File: config.mk
export PLATFORM = sky130hd
export DESIGN_NAME = vh_stim_capture
export DESIGN_NICKNAME = d
export VERILOG_FILES = /design/src/rtl/vh_stim_capture.sv
export SDC_FILE = /design/constraint.sdc
export NUM_CORES = 1
export LEC_CHECK = 0
export ABC_CLOCK_PERIOD_IN_PS = 5300
export BUFFER_PORTS_ARGS = -buffer_cell sky130_fd_sc_hd__buf_2
export CAP_MARGIN = 30
export CORE_MARGIN = 2
export CORE_UTILIZATION = 54
export DETAILED_ROUTE_END_ITERATION = 6
export GPL_ROUTABILITY_DRIVEN = 0
export GPL_TIMING_DRIVEN = 0
export PLACE_DENSITY = 0.91
export SYNTH_ARGS = -nofsm -noshare
export SYNTH_HDL_FRONTEND = slang
export SYNTH_SLANG_ARGS = --single-unit
File: constraint.sdc
create_clock -name clk -period 5.3 [get_ports clk]
set_clock_uncertainty 0.2 [all_clocks]
set_input_delay 0.265 -clock clk [delete_from_list [all_inputs] [get_ports clk]]
set_output_delay 0.265 -clock clk [all_outputs]
set_load 0.01 [all_outputs]
File: src/rtl/vh_stim_capture.sv
// vh_stim_capture
//   Stimulus/response harness for combinational expression blocks.
//   A 60-bit LFSR supplies operand vectors on op_out. After LAT+1 settle
//   cycles the 90-bit result y_in is folded into a MISR signature. This repeats
//   for NUM_VEC vectors, and then the block parks in DONE.
//
// Ports
//   clk        : sole clock, rising edge
//   reset      : synchronous, active-high
//   start      : single-cycle pulse, begins a run from IDLE or DONE
//   abort      : returns to IDLE from any state; signature and count hold
//   op_out     : operand bundle (the LFSR register itself)
//   y_in       : DUT result, sampled only in CAPTURE
//   busy       : high in SETTLE and CAPTURE
//   done       : high in DONE
//   vec_count  : vectors captured in the current run
//   signature  : MISR contents
//   state_dbg  : current FSM state (IDLE=0, SETTLE=1, CAPTURE=2, DONE=3)
//
// Control semantics: start and abort are level-sampled on every rising edge
// with no handshake back. start is acted on only in IDLE or DONE and is
// ignored while busy. abort wins over start and over a CAPTURE update. reset
// wins over everything.
module vh_stim_capture #(
  parameter logic [59:0] SEED    = 60'h1,
  parameter int unsigned NUM_VEC = 256,
  parameter int unsigned LAT     = 0
) (
  input  logic        clk,
  input  logic        reset,
  input  logic        start,
  input  logic        abort,
  output logic [59:0] op_out,
  input  logic [89:0] y_in,
  output logic        busy,
  output logic        done,
  output logic [15:0] vec_count,
  output logic [89:0] signature,
  output logic [1:0]  state_dbg
);

  typedef enum logic [1:0] {
    IDLE    = 2'd0,
    SETTLE  = 2'd1,
    CAPTURE = 2'd2,
    DONE    = 2'd3
  } state_t;

  // An all-zero seed would lock the LFSR at zero, so it is replaced by 1.
  localparam logic [59:0] SEED_EFF = (SEED == 60'h0) ? 60'h1 : SEED;
  localparam logic [15:0] NV16     = 16'(NUM_VEC);
  localparam logic [7:0]  LAT8     = 8'(LAT);

  state_t        state;
  state_t        state_nxt;
  logic [59:0]   lfsr;
  logic [89:0]   sig;
  logic [7:0]    settle_cnt;
  logic          last_vec;
  logic          fb;

  assign last_vec = (vec_count + 16'd1) == NV16;
  assign fb       = sig[89] ^ sig[88] ^ sig[87] ^ sig[86];

  // Next-state logic
  always_comb begin
    state_nxt = state;
    if (abort) begin
      state_nxt = IDLE;
    end else begin
      case (state)
        IDLE:    if (start) state_nxt = SETTLE;
        SETTLE:  if (settle_cnt == 8'd0) state_nxt = CAPTURE;
        CAPTURE: state_nxt = last_vec ? DONE : SETTLE;
        DONE:    if (start) state_nxt = SETTLE;
        default: state_nxt = IDLE;
      endcase
    end
  end

  // State register and datapath
  always_ff @(posedge clk) begin
    if (reset) begin
      state      <= IDLE;
      lfsr       <= '0;
      sig        <= '0;
      vec_count  <= '0;
      settle_cnt <= '0;
    end else begin
      state <= state_nxt;
      if (!abort) begin
        case (state)
          IDLE, DONE: begin
            if (start) begin
              lfsr       <= SEED_EFF;
              sig        <= '0;
              vec_count  <= '0;
              settle_cnt <= LAT8;
            end
          end
          SETTLE: begin
            if (settle_cnt != 8'd0) settle_cnt <= settle_cnt - 8'd1;
          end
          CAPTURE: begin
            sig        <= {sig[88:0], fb} ^ y_in;
            vec_count  <= vec_count + 16'd1;
            // Taps 60/59 give a maximal-length sequence that never hits zero.
            lfsr       <= {lfsr[58:0], lfsr[59] ^ lfsr[58]};
            settle_cnt <= LAT8;
          end
          default: ;
        endcase
      end
    end
  end

  assign op_out    = lfsr;
  assign signature = sig;
  assign busy      = (state == SETTLE) || (state == CAPTURE);
  assign done      = (state == DONE);
  assign state_dbg = state;

endmodule

==> summary.md, run 1 <==
| Metric | Value |
|---|---|
| Status | completed |
| Starting Density | 0.5580 |
| Netlist Area Pre-Place | 0.007805 mm² |
| Clock sink count | 176 |
| Fmax | 309.5 MHz |
| Pwr Density | 279.7 mW/mm² |
| Seq/Total Area, Yosys | 0.4514 |
| Fillers | 907 |
| Global-route wire length before repair | 44670 µm |
| Period minus WS final | 3231 ps |
| Slew Viols, Final | 0 |
| Mean post-synth cell area | 8.088 µm² |
| Tot Pwr | 3.024 mW |
| DP HPWL | 16950 µm |
| IO buf count | 262 |
| Post-DRT Antenna Nets | 0 |
| Crit share post-route | 0.6096 |
| DR vias | 9058 |
| Largest net degree at the start of global routing | 17 |
| Seq. cell area | 0.003523 mm² |
| DRC violations left | 0 |
| Flop and latch count out of synthesis | 176 |
| Ys flop type | dfxtp_1 |
| Syn nets | 1066 |
| Die X | 124.2 µm |
| Most Crowded Layer GR | met2 |
| Post-CTS Resized | 0 |
| Fin. Hold Viols | 0 |
| Slew margin rel. | 0.3304 |
| Final setup TNS | 0 ps |
| Worst slew pin tran | 997.6 ps |
| Clk_lat worst skew | 430 ps |
| H-tree levels | 4 |
| CP required | 5440 ps |
| Synth Warn # | 0 |
| Crit path max fanout | 10 |
| Rows | 43 |
| Leak pwr | 4.736 nW |
| Final core utilization | 0.7729 |
| Largest cells by area after synthesis | dfxtp_1, xor2_1, a21oi_1 |
| Drt total wl | 28720 µm |
| Core area | 0.01399 mm² |
| I/O Pins | 264 |
| Unrepaired setup endpoints after global routing | false |
| Crit Path Category | reg2reg |
| CP endpoint kind | flop |
| CTS root buffer | clkbuf_16 |
| Worst setup SP type | flop |
| Post-layout net count | 1435 |
| Overflow after GRT | 0 |
| Pre-Repair DR Iteration Count | 5 |
| Post-synth ARST share | 0 |
| Post-synth top cells | dfxtp_1, a21oi_1, nand3_1 |
| Maxcap violations | 0 |
| Synth area leader | dfxtp_1 |
| Multi-input gate area | 0.003934 mm² |
| GR Util met1 | 0.3954 |
| 1st-iter DRT viols | 762 |
| Vias in the first global route | 8836 |
| Netlist cell types | 55 |
| Routing usage on met3 | 0.1063 |
| Worst-path clk slew | 60 ps |
| Overall Global Routing Usage | 0.3562 |
| Peak supply drop | 0.2420 mV |
| Clock Tree Buf Depth | 2 |
| Avg WL per Cell | 18.74 µm |
| Initial antenna violation count | 5 |
| Die height | 124.2 µm |
| CTS Buf Count | 17 |
| DR vias/cell | 5.909 |
| Die area | 0.01543 mm² |
| Post-synth EDFFs | 0 |
| Cells after Synth | 965 |
| CTS tree | done |
| Worst EP arrival | 3370 ps |
| Final setup fails | 0 |
| Most frequent cell after synthesis | dfxtp_1 |
| Area Growth Syn to Fin | 38.52% |
| Worst Hold Class | in2reg |
| Met2 Resource Use GR | 0.5860 |
| Post-synth top area share | 0.4514 |
| Share of layout cells above drive strength 1 | 0.2331 |
## routing by layer
layer | routed length (µm) | part of all wire
met5 | 11 | 0.00038
met4 | 2168 | 0.075
met3 | 2999 | 0.10
met2 | 13420 | 0.47
met1 | 10120 | 0.35
## metrics by stage
stage	area (µm²)	hold slack, ps	setup WS (ps)	std cells
final	10810	26.97	2069	1533
after global routing	10810	43.60	1954	1531
after CTS	10800	27.13	2185	1527
after detailed placement	9341	256.6	2306	1407
after global placement	9341	251.8	2359	1407
after floorplan	7805	154.7	3085	965
## worst max-delay path, stage by stage (launching register included)
cell and delay [ps]:
dfxtp_1 430, inv_1 100, ha_1 370, nand2b_1 160, nand3_1 440, clkbuf_1 650
clkbuf_1 460, nand2_1 140, a21oi_1 190
## repair_timing
item | 4_1_cts | 5_1_grt
hold buffers | 88 | 0
hold endpoints to repair | 89 | 0
buffers inserted | 0 | 0
## cell usage in the layout (no fill, tap or decap), types with 2 or more instances in the layout
cell type / instances
buf_2: 264
dfxtp_1: 176
a21oi_1: 163
nand3_1: 159
nand2_1: 158
xor2_1: 98
dlygate4sd3_1: 88
clkbuf_1: 64
nor2_1: 31
clkbuf_16: 17
nor3_1: 11
o21ai_0: 10
inv_1: 9
buf_1: 9
nand4_1: 7
ha_1: 7
diode_2: 6
xnor2_1: 5
clkinv_2: 5
a21o_1: 4
clkbuf_8: 3
buf_4: 3
nor4_1: 3
nand2b_1: 2
a311oi_1: 2
and3_2: 2
and3_1: 2
and4_1: 2
a2bb2oi_1: 2
or4_1: 2
nor3b_1: 2
nand4b_1: 2
o211ai_1: 2
or4_2: 2
o211ai_2: 2
bufinv_16: 2
## flip-flops by register name, summed over array words and instances, names as in the netlist
| name | flops |
|---|---|
| op_out | 60 |
| settle_cnt | 8 |
| signature | 90 |
| state_dbg | 2 |
| vec_count | 16 |
## worst paths after layout
path	end	slack, ps	cells past startpoint	from
worst min register to register	op_out[28]	270	2	op_out[28]
worst max-delay path	op_out[6]	2070	8	state_dbg[0]
worst max register to register	op_out[6]	2070	8	state_dbg[0]
worst min-delay path	signature[89]	30	4	y_in[89]
## layout make-up
type / count / share of cell area
multi-input combinational: 703 / 0.3638
timing repair buffer: 350 / 0.2028
sequential: 176 / 0.3259
tap: 180 / 0.02083
buffer: 77 / 0.02905
clock inverter: 10 / 0.01018
clock buffer: 22 / 0.04293
inverter: 9 / 0.003125
antenna: 6 / 0.001389
## report_power, final
part	leakage, nW	internal [mW]	switching, mW	total [mW]
clock network	0.284	0.718	0.527	1.24
registers	1.42	1.34	0.0220	1.36
logic	3.03	0.150	0.265	0.415
## kinds of logic (layout without fill, tap and decap cells)
| logic type | after synthesis | count (layout) | share of synthesized area |
|---|---|---|---|
| buffers and inverters | 86 | 468 | 0.04456 |
| xor gates and xnor gates | 103 | 103 | 0.1156 |
| AOI/OAI and AO/OA | 196 | 196 | 0.1356 |
| adders and majority gates | 7 | 7 | 0.01122 |
| DFF | 176 | 176 | 0.4514 |
| and+or+nand+nor | 394 | 394 | 0.2369 |
| other | 0 | 6 | 0 |
| muxes | 3 | 3 | 0.004648 |
Power figures use the tool's default switching activity.
==> run 2: changes to the inputs <==
==> config.mk (replaced) <==
export PLATFORM = sky130hd
export DESIGN_NAME = vh_stim_capture
export DESIGN_NICKNAME = d
export VERILOG_FILES = /design/src/rtl/vh_stim_capture.sv
export SDC_FILE = /design/constraint.sdc
export NUM_CORES = 1
export LEC_CHECK = 0
export ABC_AREA = 1
export ABC_CLOCK_PERIOD_IN_PS = 3100
export BUFFER_PORTS_ARGS = -buffer_cell sky130_fd_sc_hd__buf_2
export CAP_MARGIN = 30
export CORE_MARGIN = 2
export CORE_UTILIZATION = 50
export DETAILED_ROUTE_END_ITERATION = 6
export GPL_ROUTABILITY_DRIVEN = 0
export GPL_TIMING_DRIVEN = 0
export PLACE_DENSITY = 0.86
export SYNTH_ARGS = -nofsm -noshare
export SYNTH_HDL_FRONTEND = slang
export SYNTH_SLANG_ARGS = --single-unit
==> constraint.sdc (replaced) <==
create_clock -name clk -period 3.1 [get_ports clk]
set_clock_uncertainty 0.2 [all_clocks]
set_input_delay 0.155 -clock clk [delete_from_list [all_inputs] [get_ports clk]]
set_output_delay 0.155 -clock clk [all_outputs]
set_load 0.01 [all_outputs]
==> summary.md, run 2 <==
| Metric | Value |
|---|---|
| Fmax | 412.5 MHz |
| Netlist Area Pre-Place | 0.007552 mm² |
| Crit path max fanout | 10 |
| Peak supply drop | 0.4044 mV |
| H-tree levels | 4 |
| Final setup TNS | 0 ps |
| 1st-iter DRT viols | 600 |
| Slew margin rel. | 0.5246 |
| Synth Warn # | 0 |
| Largest net degree at the start of global routing | 17 |
| Unrepaired setup endpoints after global routing | false |
| Flop and latch count out of synthesis | 176 |
| Starting Density | 0.5157 |
| Hold Crit Endpoint | settle_cnt[2] |
| DP HPWL | 15920 µm |
| Maxcap violations | 0 |
| Drt total wl | 26210 µm |
| Status | completed |
| Overall Global Routing Usage | 0.3174 |
| Syn nets | 1089 |
| CP Cell Sequence | inv_1 > ha_1 > inv_2 > nor2_2 > nor2_4 > nand2_2 > nor2_1 > buf_2 > buf_4 > nand2_1 > a21oi_1 |
| CTS tree | done |
| Mean post-synth cell area | 7.644 µm² |
| CP max stage cell | dfxtp_1 |
| Pwr Density | 476.3 mW/mm² |
| DRC violations left | 0 |
| Post-synth EDFFs | 0 |
| Most frequent cell after synthesis | nand2_1 |
| Worst R2R Path Depth | 11 |
| Non-Filler Instances | 1557 |
| Commonest cells after routing, fill and taps aside | nand2_1, buf_2, dfxtp_1, a21oi_1, xor2_1 |
| Slew Viols, Final | 0 |
| Post-layout net count | 1461 |
| Leak pwr | 4.804 nW |
| Largest cells by area after synthesis | dfxtp_1, nand2_1, a21oi_1 |
| CP max stage delay | 400 ps |
| Seq. cell area | 0.003523 mm² |
| Share of layout cells above drive strength 1 | 0.2500 |
| Worst Path Buf+Inv | 4 |
| CP endpoint kind | flop |
| Global-route wire length before repair | 40460 µm |
| Die height | 126.9 µm |
| Crit Path Category | reg2reg |
| FF-to-FF End | signature[65] |
| Worst path top cell family by delay | buffers and inverters |
| Worst-path clk slew | 70 ps |
| Rows | 44 |
| Ys flop type | dfxtp_1 |
| Pre-Repair DR Iteration Count | 5 |
| Crit share post-route | 0.7821 |
| Hold path start | start |
| Worst hold slack | 46.88 ps |
| Clock Tree Buf Depth | 2 |
| Area Growth Syn to Fin | 40.29% |
| CP required | 3240 ps |
| Final setup fails | 0 |
| Period minus WS final | 2424 ps |
| Postcts setup bufs | 0 |
| Final instance area | 0.01060 mm² |
| CTS root buffer | clkbuf_16 |
| Worst Hold Depth | 6 |
| Netlist cell types | 30 |
| Post-synth top area share | 0.4665 |
| Dpl cells | 1434 |
| Fin. Hold Viols | 0 |
| Reg2Reg Setup Slack | 680 ps |
| Post-synth top cells | nand2_1, dfxtp_1, a21oi_1 |
| CTS Buf Count | 17 |
| IO buf count | 262 |
| Max FFs per register | 90 |
| Worst EP arrival | 2570 ps |
| Initial antenna violation count | 1 |
| Vias in the first global route | 8010 |
| Worst setup SP type | flop |
| Avg WL per Cell | 16.83 µm |
| Clock sink count | 176 |
| Post-CTS Resized | 0 |
| Core area | 0.01464 mm² |
| Overflow after GRT | 0 |
| Worst Hold Class | in2reg |
| Worst slew pin tran | 713.1 ps |
| Die X | 126.9 µm |
| Reg2reg start | state_dbg[0] |
| Die area | 0.01610 mm² |
| Synth area leader | dfxtp_1 |
| Post-DRT Antenna Nets | 0 |
| Post-synth ARST share | 0 |
| Fillers | 1018 |
| DR vias/cell | 5.369 |
| Crit path depth | 11 |
| DP Area | 0.009094 mm² |
| Commonest non-fill, non-tap cell in the layout | nand2_1 |
| DR vias | 8360 |
| Cells after Synth | 988 |
| I/O Pins | 264 |
| Clk_lat worst skew | 430 ps |
| Multi-input gate area | 0.003679 mm² |
| Hold_buf cts | 91 |
| Seq/Total Area, Yosys | 0.4665 |
-- run 2: where the power goes --
group | switching (mW) | internal, mW | total, mW
sequential | 0.0328 | 2.29 | 2.32
clock | 0.927 | 1.23 | 2.16
combinational | 0.322 | 0.244 | 0.566
-- run 2: cell type report --
class                           count  area share
Tap cell                          184     0.02173
Buffer                             55     0.02563
Multi-Input combinational cell    736      0.3472
Sequential cell                   176      0.3325
Clock inverter                     12     0.01275
Clock buffer                       19     0.04275
Inverter                           21    0.007440
Timing Repair Buffer              353      0.2097
Antenna cell                        1   0.0002362
-- run 2: cells by family after synthesis --
kind of cell               after synthesis  share of synthesized area
adders and majority gates                7                    0.01160
buffers and inverters                   76                    0.04639
xor gates and xnor gates                99                     0.1148
DFF                                    176                     0.4665
and+or+nand+nor                        440                     0.2318
AOI/OAI and AO/OA                      190                     0.1289
-- run 2: how the worst max path moves through the flow --
| stage | from | end | slack [ps] |
|---|---|---|---|
| floorplan | state_dbg[0] | op_out[10] | 1110 |
| global placement | state_dbg[0] | signature[85] | 850 |
| detailed placement | state_dbg[0] | signature[71] | 760 |
| CTS | state_dbg[0] | signature[59] | 740 |
| global route | state_dbg[0] | signature[38] | 510 |
| finish | state_dbg[0] | signature[65] | 680 |
-- run 2: worst reg2reg max path: stages (launching register included) --
cell	delay, ps
dfxtp_1	400
inv_1	90
ha_1	310
inv_2	80
nor2_2	50
nor2_4	110
nand2_2	100
nor2_1	140
buf_2	330
buf_4	240
nand2_1	80
a21oi_1	200
-- run 2: per-layer routing --
layer	vias up	share of wire	GRT usage
li1	3910	-	-
met1	3811	0.37	0.3559
met2	501	0.49	0.5547
met3	138	0.079	0.07592
met4	0	0.057	0.1752
met5	-	0	0
-- run 2: stage by stage --
step	worst slack (ps)	utilization	total power, mW
6_report	675.6	0.7235	5.046
5_1_grt	509.0	0.7235	5.200
4_1_cts	736.5	0.7233	5.028
3_5_place_dp	763.3	0.6210	2.818
3_3_place_gp	845.1	0.6210	2.809
2_1_floorplan	1111	-	2.643
==> run 3: changes to the inputs <==
--- a/config.mk
+++ b/config.mk
@@ -6,7 +6,7 @@
 export NUM_CORES = 1
 export LEC_CHECK = 0
 export ABC_AREA = 1
-export ABC_CLOCK_PERIOD_IN_PS = 3100
+export ABC_CLOCK_PERIOD_IN_PS = 2300
 export BUFFER_PORTS_ARGS = -buffer_cell sky130_fd_sc_hd__buf_2
 export CAP_MARGIN = 30
 export CORE_MARGIN = 2
==> constraint.sdc (replaced) <==
create_clock -name clk -period 2.3 [get_ports clk]
set_clock_uncertainty 0.2 [all_clocks]
set_input_delay 0.115 -clock clk [delete_from_list [all_inputs] [get_ports clk]]
set_output_delay 0.115 -clock clk [all_outputs]
set_load 0.01 [all_outputs]
==> summary.md, run 3 (synthesized netlist as in run 2, its figures left out) <==
| Metric | Value |
|---|---|
| Slew margin rel. | 0.5403 |
| DR vias | 8404 |
| CTS Buf Count | 17 |
| Worst EP arrival | 2370 ps |
| Clk_lat worst skew | 430 ps |
| Fillers | 1005 |
| DRC violations left | 0 |
| Pwr Density | 639.1 mW/mm² |
| Max FFs per register | 90 |
| Reg2Reg Setup Slack | 80 ps |
| Dpl cells | 1434 |
| Clock sink count | 176 |
| Non-Filler Instances | 1560 |
| Worst-path clk slew | 70 ps |
| DR vias/cell | 5.387 |
| Worst setup SP type | flop |
| Avg WL per Cell | 16.98 µm |
| Slew Viols, Final | 0 |
| Status | completed |
| Period minus WS final | 2219 ps |
| Starting Density | 0.5157 |
| Clock Tree Buf Depth | 2 |
| Fin. Hold Viols | 0 |
| Worst R2R Path Depth | 11 |
| Crit Path Category | reg2reg |
| Area Growth Syn to Fin | 41.35% |
| IO buf count | 262 |
| Final setup fails | 0 |
| Clock share of power | 0.427 |
| Rows | 44 |
| CP required | 2450 ps |
| FF-to-FF End | signature[25] |
| Global-route wire length before repair | 40880 µm |
| Crit path top cell by count | nor2_2 |
| Switching pwr | 1.737 mW |
| DP HPWL | 15920 µm |
| CTS tree | done |
| Reg2reg start | state_dbg[0] |
| Die height | 126.9 µm |
| Hold path start | reset |
| Worst Hold Depth | 3 |
| Fmax | 450.8 MHz |
| Share of layout cells above drive strength 1 | 0.2538 |
| Leak pwr | 4.829 nW |
| Initial antenna violation count | 1 |
| Share of power burned in combinational logic | 0.114 |
| Pre-Repair DR Iteration Count | 5 |
| Reg power frac | 0.459 |
| Worst slew pin tran | 689.6 ps |
| Maxcap violations | 0 |
| Post-DRT Antenna Nets | 0 |
| Die X | 126.9 µm |
| Overall Global Routing Usage | 0.3208 |
| Pint | 5.085 mW |
| Switching Fraction | 0.2547 |
| Worst path top cell family by delay | buffers and inverters |
| H-tree levels | 4 |
| CP max stage delay | 360 ps |
| Crit share post-route | 0.9646 |
| CTS root buffer | clkbuf_16 |
| Worst Hold Class | in2reg |
| Die area | 0.01610 mm² |
| 1st-iter DRT viols | 700 |
| Largest net degree at the start of global routing | 17 |
| CP Cell Sequence | inv_1 > ha_1 > inv_2 > nor2_2 > nor2_4 > nand2_2 > nor2_2 > buf_6 > buf_4 > nand2_1 > a21oi_1 |
| Drt total wl | 26480 µm |
| Hold Crit Endpoint | settle_cnt[1] |
| Commonest non-fill, non-tap cell in the layout | nand2_1 |
| Post-layout net count | 1464 |
| Core area | 0.01464 mm² |
| CP endpoint kind | flop |
| Worst Path Buf+Inv | 4 |
| Crit path max fanout | 10 |
| Overflow after GRT | 0 |
| Commonest cells after routing, fill and taps aside | nand2_1, buf_2, dfxtp_1, a21oi_1, xor2_1 |
| Vias in the first global route | 8100 |
| I/O Pins | 264 |
| Peak supply drop | 0.5509 mV |
| CP max stage cell | dfxtp_2 |
| Worst hold slack | 78.83 ps |
| Unrepaired setup endpoints after global routing | true |
[run 3: cell types whose count changed in the layout (fill, tap and decap cells not counted), sizes merged]
cell and delta:
clkbuf +9, dlygate4sd3 +1, buf -7
[run 3: area by class of cell]
class	instances	area, µm²	area share
Clock inverter	12	135.1	0.01266
Inverter	21	78.83	0.007384
Multi-Input combinational cell	736	3689	0.3455
Sequential cell	176	3525	0.3302
Timing Repair Buffer	356	2247	0.2105
Buffer	55	315.3	0.02954
Clock buffer	19	452.9	0.04243
Antenna cell	1	2.502	0.0002344
Tap cell	184	230.2	0.02157
[run 3: timing repair]
item,CTS,global route
setup endpoints to repair,68,163
buffers inserted,0,2
hold buffers,92,0
resized for setup,3,18
hold endpoints to repair,96,0
[run 3: worst max-delay path by stage]
| stage | slack, ps | depth (start not counted) | endpoint | start |
|---|---|---|---|---|
| 5_1_grt | -60 | 11 | signature[34] | state_dbg[0] |
| 3_5_place_dp | -40 | 11 | signature[71] | state_dbg[0] |
| 4_1_cts | 6 | 11 | op_out[19] | state_dbg[0] |
| 3_3_place_gp | 50 | 11 | signature[85] | state_dbg[0] |
| 6_report | 80 | 11 | signature[25] | state_dbg[0] |
| 2_1_floorplan | 310 | 11 | op_out[10] | state_dbg[0] |
[run 3: routing by layer]
layer / global-route usage / share of wire / vias to the layer above
li1: - / - / 3914
met2: 0.5582 / 0.49 / 497
met1: 0.3577 / 0.37 / 3857
met4: 0.1862 / 0.060 / 0
met5: 0 / 0 / -
met3: 0.07718 / 0.076 / 136
[run 3: stage by stage]
stage | power, mW | setup slack (ps) | TNS [ps] | instance area, µm² | utilization
2_1_floorplan | 3.562 | 311.3 | 0 | 7552 | -
3_3_place_gp | 3.786 | 45.05 | 0 | 9094 | 0.6210
3_5_place_dp | 3.798 | -36.75 | -207.2 | 9094 | 0.6210
4_1_cts | 6.779 | 6.014 | 0 | 10610 | 0.7245
5_1_grt | 7.032 | -58.61 | -1146 | 10680 | 0.7290
6_report | 6.822 | 81.50 | 0 | 10680 | 0.7290
[run 3: power by group through the flow]
stage | Clock, mW | Sequential [mW] | Combinational [mW]
3_5_place_dp | 0 | 3.20 | 0.602
5_1_grt | 3.06 | 3.13 | 0.837
2_1_floorplan | 0 | 3.20 | 0.363
6_report | 2.91 | 3.13 | 0.778
4_1_cts | 2.92 | 3.13 | 0.728
3_3_place_gp | 0 | 3.19 | 0.591
[run 3: worst min-delay path, cell delays in order]
cell      delay, ps
clkbuf_1        150
clkbuf_1        270
nor2_1          140
